File: src/rtl/tqvp_pwm_capture.sv
// PWM capture peripheral: measures high time and period of a selected ui_in pin in prescaled
// ticks and reports completed measurements through registers and an interrupt.
module tqvp_pwm_capture #(
    parameter int unsigned CW = 24
) (
    input  logic        clk,
    input  logic        rst_n,
    input  logic [7:0]  ui_in,
    output logic [7:0]  uo_out,
    input  logic [5:0]  address,
    input  logic [31:0] data_in,
    input  logic [1:0]  data_write_n,
    input  logic [1:0]  data_read_n,
    output logic [31:0] data_out,
    output logic        data_ready,
    output logic        user_interrupt
);

    typedef enum logic [1:0] {
        StIdle = 2'd0,
        StArm  = 2'd1,
        StHigh = 2'd2,
        StLow  = 2'd3
    } state_e;

    localparam logic [CW-1:0] CntMax = '1;

    state_e        state_q, state_d;
    logic          en_q, en_d, cont_q, cont_d, inv_q, inv_d, ie_q, ie_d;
    logic [2:0]    sel_q, sel_d;
    logic [7:0]    presc_q, presc_d;
    logic          valid_q, valid_d, ovr_q, ovr_d, timeout_q, timeout_d;
    logic          s_prev_q;
    logic [7:0]    pre_q, pre_d;
    logic [CW-1:0] cnt_q, cnt_d, high_cap_q, high_cap_d, high_q, high_d, period_q, period_d;

    logic          s, rise, fall, tick, running, sat_tick;
    logic [CW-1:0] cnt_now;
    logic          addr_ok, wr_en, wr_ctrl, wr_stat, wr_wide, rd_en;
    logic [2:0]    clr;
    logic          set_valid, set_ovr, set_to, en_clr;
    logic          unused_bits;

    assign s    = ui_in[sel_q] ^ inv_q;
    assign rise = s & ~s_prev_q;
    assign fall = ~s & s_prev_q;

    assign running  = (state_q == StHigh) || (state_q == StLow);
    assign tick     = (pre_q == presc_q);
    assign sat_tick = tick && (cnt_q == CntMax);
    // Counter value as it will be after this cycle's tick, used for same-cycle captures.
    assign cnt_now  = (tick && (cnt_q != CntMax)) ? cnt_q + CW'(1) : cnt_q;

    assign addr_ok = (address[5:4] == 2'b00);
    assign wr_en   = (data_write_n != 2'b11) && addr_ok;
    assign wr_ctrl = wr_en && (address[3:2] == 2'd0);
    assign wr_stat = wr_en && (address[3:2] == 2'd1);
    assign wr_wide = (data_write_n != 2'b00);
    assign rd_en   = (data_read_n != 2'b11);

    assign data_ready     = rd_en;
    assign user_interrupt = ie_q & (valid_q | timeout_q);
    assign uo_out         = {s, valid_q, 6'b0};
    assign unused_bits    = ^{address[1:0], data_in[31:16], data_in[7]};

    always_comb begin
        state_d    = state_q;
        en_d       = en_q;
        cont_d     = cont_q;
        inv_d      = inv_q;
        ie_d       = ie_q;
        sel_d      = sel_q;
        presc_d    = presc_q;
        pre_d      = pre_q;
        cnt_d      = cnt_q;
        high_cap_d = high_cap_q;
        high_d     = high_q;
        period_d   = period_q;
        set_valid  = 1'b0;
        set_ovr    = 1'b0;
        set_to     = 1'b0;
        en_clr     = 1'b0;
        clr        = wr_stat ? data_in[2:0] : 3'b000;

        if (running) begin
            pre_d = tick ? 8'd0 : pre_q + 8'd1;
            cnt_d = cnt_now;
        end

        case (state_q)
            StIdle: ;
            StArm: begin
                if (rise) begin
                    state_d = StHigh;
                    pre_d   = 8'd0;
                    cnt_d   = '0;
                end
            end
            StHigh, StLow: begin
                if (sat_tick) begin
                    set_to  = 1'b1;
                    state_d = cont_q ? StArm : StIdle;
                    en_clr  = ~cont_q;
                end else if (state_q == StHigh && fall) begin
                    high_cap_d = cnt_now;
                    state_d    = StLow;
                end else if (state_q == StLow && rise) begin
                    high_d    = high_cap_q;
                    period_d  = cnt_now;
                    set_valid = 1'b1;
                    set_ovr   = valid_q;
                    // The closing rise doubles as the opening rise of the next period.
                    if (cont_q) begin
                        state_d = StHigh;
                        pre_d   = 8'd0;
                        cnt_d   = '0;
                    end else begin
                        state_d = StIdle;
                        en_clr  = 1'b1;
                    end
                end
            end
            default: state_d = StIdle;
        endcase

        en_d = en_q & ~en_clr;

        if (wr_ctrl) begin
            en_d   = data_in[0];
            cont_d = data_in[1];
            inv_d  = data_in[2];
            ie_d   = data_in[3];
            sel_d  = data_in[6:4];
            if (wr_wide) begin
                presc_d = data_in[15:8];
            end
            if (!data_in[0]) begin
                // Disabling aborts any measurement without touching flags or results.
                state_d   = StIdle;
                set_valid = 1'b0;
                set_ovr   = 1'b0;
                set_to    = 1'b0;
                high_d    = high_q;
                period_d  = period_q;
            end else if (!en_q) begin
                state_d = StArm;
            end
        end

        valid_d   = (valid_q & ~clr[0]) | set_valid;
        ovr_d     = (ovr_q & ~clr[1]) | set_ovr;
        timeout_d = (timeout_q & ~clr[2]) | set_to;
    end

    always_ff @(posedge clk or negedge rst_n) begin
        if (!rst_n) begin
            state_q    <= StIdle;
            en_q       <= 1'b0;
            cont_q     <= 1'b0;
            inv_q      <= 1'b0;
            ie_q       <= 1'b0;
            sel_q      <= 3'd0;
            presc_q    <= 8'd0;
            valid_q    <= 1'b0;
            ovr_q      <= 1'b0;
            timeout_q  <= 1'b0;
            s_prev_q   <= 1'b0;
            pre_q      <= 8'd0;
            cnt_q      <= '0;
            high_cap_q <= '0;
            high_q     <= '0;
            period_q   <= '0;
        end else begin
            state_q    <= state_d;
            en_q       <= en_d;
            cont_q     <= cont_d;
            inv_q      <= inv_d;
            ie_q       <= ie_d;
            sel_q      <= sel_d;
            presc_q    <= presc_d;
            valid_q    <= valid_d;
            ovr_q      <= ovr_d;
            timeout_q  <= timeout_d;
            s_prev_q   <= s;
            pre_q      <= pre_d;
            cnt_q      <= cnt_d;
            high_cap_q <= high_cap_d;
            high_q     <= high_d;
            period_q   <= period_d;
        end
    end

    always_comb begin
        data_out = 32'd0;
        if (rd_en && addr_ok) begin
            case (address[3:2])
                2'd0:    data_out = {16'h0, presc_q, 1'b0, sel_q, ie_q, inv_q, cont_q, en_q};
                2'd1:    data_out = {27'h0, state_q, timeout_q, ovr_q, valid_q};
                2'd2:    data_out = 32'(high_q);
                default: data_out = 32'(period_q);
            endcase
        end
    end

endmodule

File: config.mk
export PLATFORM = sky130hd
export DESIGN_NAME = tqvp_pwm_capture
export DESIGN_NICKNAME = d
export VERILOG_FILES = /design/src/rtl/tqvp_pwm_capture.sv
export SDC_FILE = /design/constraint.sdc
export NUM_CORES = 1
export LEC_CHECK = 0
export CAP_MARGIN = 25
export CORE_MARGIN = 2
export CORE_UTILIZATION = 51
export CTS_BUF_LIST = sky130_fd_sc_hd__clkbuf_4
export DETAILED_ROUTE_END_ITERATION = 16
export PLACE_DENSITY_LB_ADDON = 0.25
export SKIP_CTS_REPAIR_TIMING = 1
export SYNTH_ARGS = -nofsm -noshare
export SYNTH_HDL_FRONTEND = slang
export SYNTH_SLANG_ARGS = --single-unit
File: constraint.sdc
create_clock -name clk -period 2.25 [get_ports clk]
set_input_delay 0.45 -clock clk [delete_from_list [all_inputs] [get_ports clk]]
set_output_delay 0.45 -clock clk [all_outputs]
set_load 0.05 [all_outputs]
* Yosys cells after proc, flatten, opt, wreduce, memory -nomap -nowiden
Cells that the tools add are included.
** Storage, ports and cells
- Register bits :: 125
- Word-level logic and storage cells :: 130
** Operators by class
- Add/sub/neg operators :: 2
- Order comparisons :: 1
- Equality and inequality tests :: 11
- Multiplexer cells :: 65
- Bitwise gates (word level) :: 20
- Reductions and logical operators :: 15
** Operator list (number)
- $mux W24 :: 20
- $pmux W24 S3 :: 1
- $mux W8 :: 7
- $pmux W24 S2 :: 1
- $add A24 B1 Y24 const B :: 1
- $eq A24 B24 Y1 const B :: 1
- $mux W1 :: 24
- $ne A24 B24 Y1 const B :: 1
- $mux W2 :: 8
- $pmux W8 S2 :: 1
- $add A8 B1 Y8 const B :: 1
- $eq A8 B8 Y1 :: 1
- $logic_and A1 B1 Y1 :: 8
- $not A1 Y1 :: 8
- $and A1 B1 Y1 :: 7
- $eq A2 B2 Y1 const B :: 3
- $ne A2 B2 Y1 const B :: 3
- $eq A2 B1 Y1 const B :: 2
- $logic_not A2 Y1 :: 2
- $lt A3 B4 Y1 const B :: 1
- $or A1 B1 Y1 :: 4
- $pmux W2 S2 :: 1
- $bmux W1 S3 :: 1
- $mux W3 :: 1
- other kinds (6) :: 6

* Logic depth before layout (Yosys ltp)
- Word-level depth :: 12
- Gate-level depth with buffers :: 9
- Mapped depth without buffers :: 7

* Least setup slack after synthesis
No wires, ideal clock.
- Kind :: input to output
- Start point :: input address[2]
- End point :: output data_out[10]
- Arrival time :: 2168 ps
- Required time :: 1800 ps
- Setup slack :: -368 ps
- Cell stages on the path :: 5
- Path buffers :: 2
- Cells stage by stage :: clkbuf_1 > clkbuf_1 > nor2_1 > a22oi_1 > nor2_1
** Between the ends
- Word-level cells in the longest chain between the ends :: 3
- Elaborated cells between the ends (all ways) :: 5
** Ends and longest elaborated chain
- start, declared :: line 10 : input logic [5:0] address,
- $eq A2 B2 Y1 (tied with other cells) :: line 196 : case (address[3:2])
- $pmux W24 S3 * :: line 196
- $mux W24 * :: line 195 : if (rd_en && addr_ok) begin
- end, declared :: line 14 : output logic [31:0] data_out,
Every way passes the cells marked *; elsewhere a longest branch is shown, timed or not.

* Worst setup path after layout
- Start point :: register sel_q[0]
- End point :: output uo_out[7]
** Between the ends
- Word-level cells in the longest chain between the ends :: 3
** Ends and longest elaborated chain
- start, declared :: line 30 : logic [2:0] sel_q, sel_d;
- start signal, assigned :: line 179 : sel_q <= sel_d;
- $bmux W1 S3 :: line 44 : assign s = ui_in[sel_q] ^ inv_q;
- $mux W1 (not written as such) :: line 44
- $xor A1 B1 Y1 :: line 44
- end, declared :: line 9 : output logic [7:0] uo_out,
Every way passes these cells. The select of a mux whose other input is x is not followed.

==> reports/metrics.yaml <==
netlist_instances: 572
synth_most_common_cell: "dfrtp_1"
violations: "negative setup slack"
ir_worst_vdd_v: 0.000383
hold_violations: 0
ys_seq_area_share_pct: 46.5
post-route-period-util_pct: 108
synth_top_family_by_area: "multiplexers"
rsz0062_at_grt: "true"
synth_compound_area_share_pct: 3.27
slowest_stage: "dfrtp_2"
totalWireLength_mm: 16.4
tightestPinTransition_ns: 0.517
fin_util_pct: 69.9
grt_remaining_overflow: 0
antenna_left: 0
cp_common_cell: "buf_6"
path_cells: "mux2i_1, nand3b_1, nand4_2, buf_6, xor2_4, inv_2, buf_6"
synth_xor_area_share_pct: 7.55
max_stage_delay_ns: 0.46
yosys-top-cells-area: "dfrtp_1 (47%), mux2_4 (11%), mux2_2 (8.2%)"
place_area_sq_mm: 0.00822
die_w_um: 119
r2r_cells: 8
crit_required_ns: 1.80
track_usage_pct: 22.6
synth_flop_cell: "dfrtp_1"
powerDensity_mw_per_mm2: 987
drt_iter0_drc: 283
coreArea_sq_mm: 0.0128
routedWlPerCell_um: 18.4
synth_top_area_cell: "dfrtp_1"
synthAdderAreaFrac_pct: 0.372
grt_first_pass_wirelength_mm: 25.2
maxCapViolCount: 0
drive_gt1_share_pct: 41.1
yosys-top-cells-count: "dfrtp_1 (125), nor2_1 (66), mux2_2 (49), mux2_4 (48), xnor2_1 (35)"
numCtsBuffers: 17
synth.mux.area_fraction_pct: 23.1
syn2layout_area_growth_pct: 32.7
slew_viol_final: 0
start_kind: "flop"
grt_max_degree: 34
vias: 4920
ys_warn_count: 0
dp_hpwl_mm: 11.1
cts_sinks: 125
antenna_found_initial: 0
vias_per_cell: 5.50
start_util_pct: 52.7
fin_skew_ns: 0.0135
yosysTopAreaCellShare_pct: 46.5
cts-root-buf: "clkbuf_4"
final_nets: 763
gp_congestion: 0.860
fmax_ghz: 0.413
synth-edff-count: 0
synthDistinctLibCells: 50
setup_violations: 50
dieArea_sq_mm: 0.0141
clk_pin_slew_ns: 0.11
std_cell_rows: 41
h-tree-depth: 4
drc: 0
drt_first_pass_iters: 5
ios: 94
hold_path_class: "primary input to async pin"
io_buffers: 60
async_flop_share_pct: 100
status: "finished, violations left"
synth-simple-area-share_pct: 13.9
die_h_um: 119
fin_crit_ns: 2.42
final.setup.worst_slack_ns: -0.172
worstPathMaxFanout: 6
grt_pass1_vias: 4972
critical_path_class: "flop to primary output"
syn_avg_cell_area_sq_um: 11.8
end_kind: "primary output"
slew_headroom_pct: 65.5
fin_area_sq_mm: 0.00893
ys_ff_latch: 125
n_antenna_cell: 0
cp.arrival_ns: 1.97
clock_path_buffers: 2
insertion_delay_ns: 0.55
cellLeakagePower_nw: 4.12
preCtsSetupSlack_ns: -0.367
cts_tree: "done"
syn_area_sq_mm: 0.00673
finalPower_w: 0.00881
==> sequential cells by signal, summed over array words and instances, names as in the netlist <==
name	flops
valid_q	1
s_prev_q	1
cnt_q	24
period_q	24
pre_q	8
state_q	2
en_q	1
high_cap_q	24
sel_q	3
ie_q	1
timeout_q	1
inv_q	1
ovr_q	1
cont_q	1
high_q	24
presc_q	8
==> layout by cell type, fill, tap and decap left out, drive strengths merged, types with 10 or more instances in the layout <==
cell / netlist / layout
clkdlybuf4s50: 0 / 29
a22oi: 10 / 10
clkinv: 0 / 10
buf: 34 / 112
and3: 12 / 12
conb: 1 / 14
clkbuf: 12 / 25
xnor2: 35 / 35
mux2i: 17 / 17
nand3: 29 / 29
nand4: 25 / 25
nor2: 66 / 66
nand2: 20 / 20
dfrtp: 125 / 125
mux2: 97 / 97
xor2: 23 / 23
==> report_power, final <==
group	switching, W	internal (W)	leakage (nW)	total (W)
clock	0.000791	0.000665	0.145	0.00146
sequential	0.000646	0.00308	1.61	0.00373
combinational	0.00163	0.00199	2.37	0.00363
total	0.00307	0.00574	4.12	0.00881
==> routing by layer <==
metal | vias to the layer above | global-route usage (%) | wire length, um
met5 | - | 0 | 0
met4 | 0 | 6.77 | 202
met3 | 23 | 5.80 | 641
met2 | 142 | 37.2 | 8350
met1 | 2474 | 29.4 | 7230
li1 | 2281 | - | -
==> layout make-up <==
class | instances | area, sq um
clock inverter | 12 | 103
inverter | 5 | 18.8
clock buffer | 20 | 150
timing repair buffer | 151 | 1790
sequential | 125 | 3130
fill | 827 | 3850
tap | 172 | 215
multi-input combinational | 409 | 3510
==> cells by family after synthesis <==
family,Yosys count
flops,125
xor+xnor,58
other cells,1
buf+inv,51
simple gates,183
fa+ha+maj,2
compound gates,33
mux,119
==> path summary, 6_finish.rpt <==
kind,startpoint,end,slack [ns]
max,sel_q[0]$_DFFE_PN0P_,uo_out[7],-0.17
min,rst_n,period_q[11]$_DFFE_PN0P_,0.41
min reg2reg,ovr_q$_DFF_PN0_,ovr_q$_DFF_PN0_,0.50
min in group clk,ovr_q$_DFF_PN0_,ovr_q$_DFF_PN0_,0.50
max in group asynchronous,rst_n,valid_q$_DFF_PN0_,1.23
max reg2reg,sel_q[0]$_DFFE_PN0P_,period_q[21]$_DFFE_PN0P_,-0.12
==> metrics by stage <==
| stage | TNS, ns | hold slack (ns) | instances |
|---|---|---|---|
| floorplan | -1.99 | 0.154 | 585 |
| global placement | -29.76 | 0.433 | 841 |
| detailed placement | -31.96 | 0.437 | 841 |
| CTS | -14.40 | -0.164 | 873 |
| global route | -8.22 | 0.413 | 894 |
| finish | -5.04 | 0.412 | 894 |
==> critical path: cells and delay by family (launching register included) <==
family / cells / cell delay, ns
flip-flops: 1 / 0.46
multiplexers: 1 / 0.23
buffers and inverters: 3 / 0.32
AND/OR/NAND/NOR: 2 / 0.26
XOR/XNOR: 1 / 0.15
Note: power is estimated with default switching activity, not from simulation.
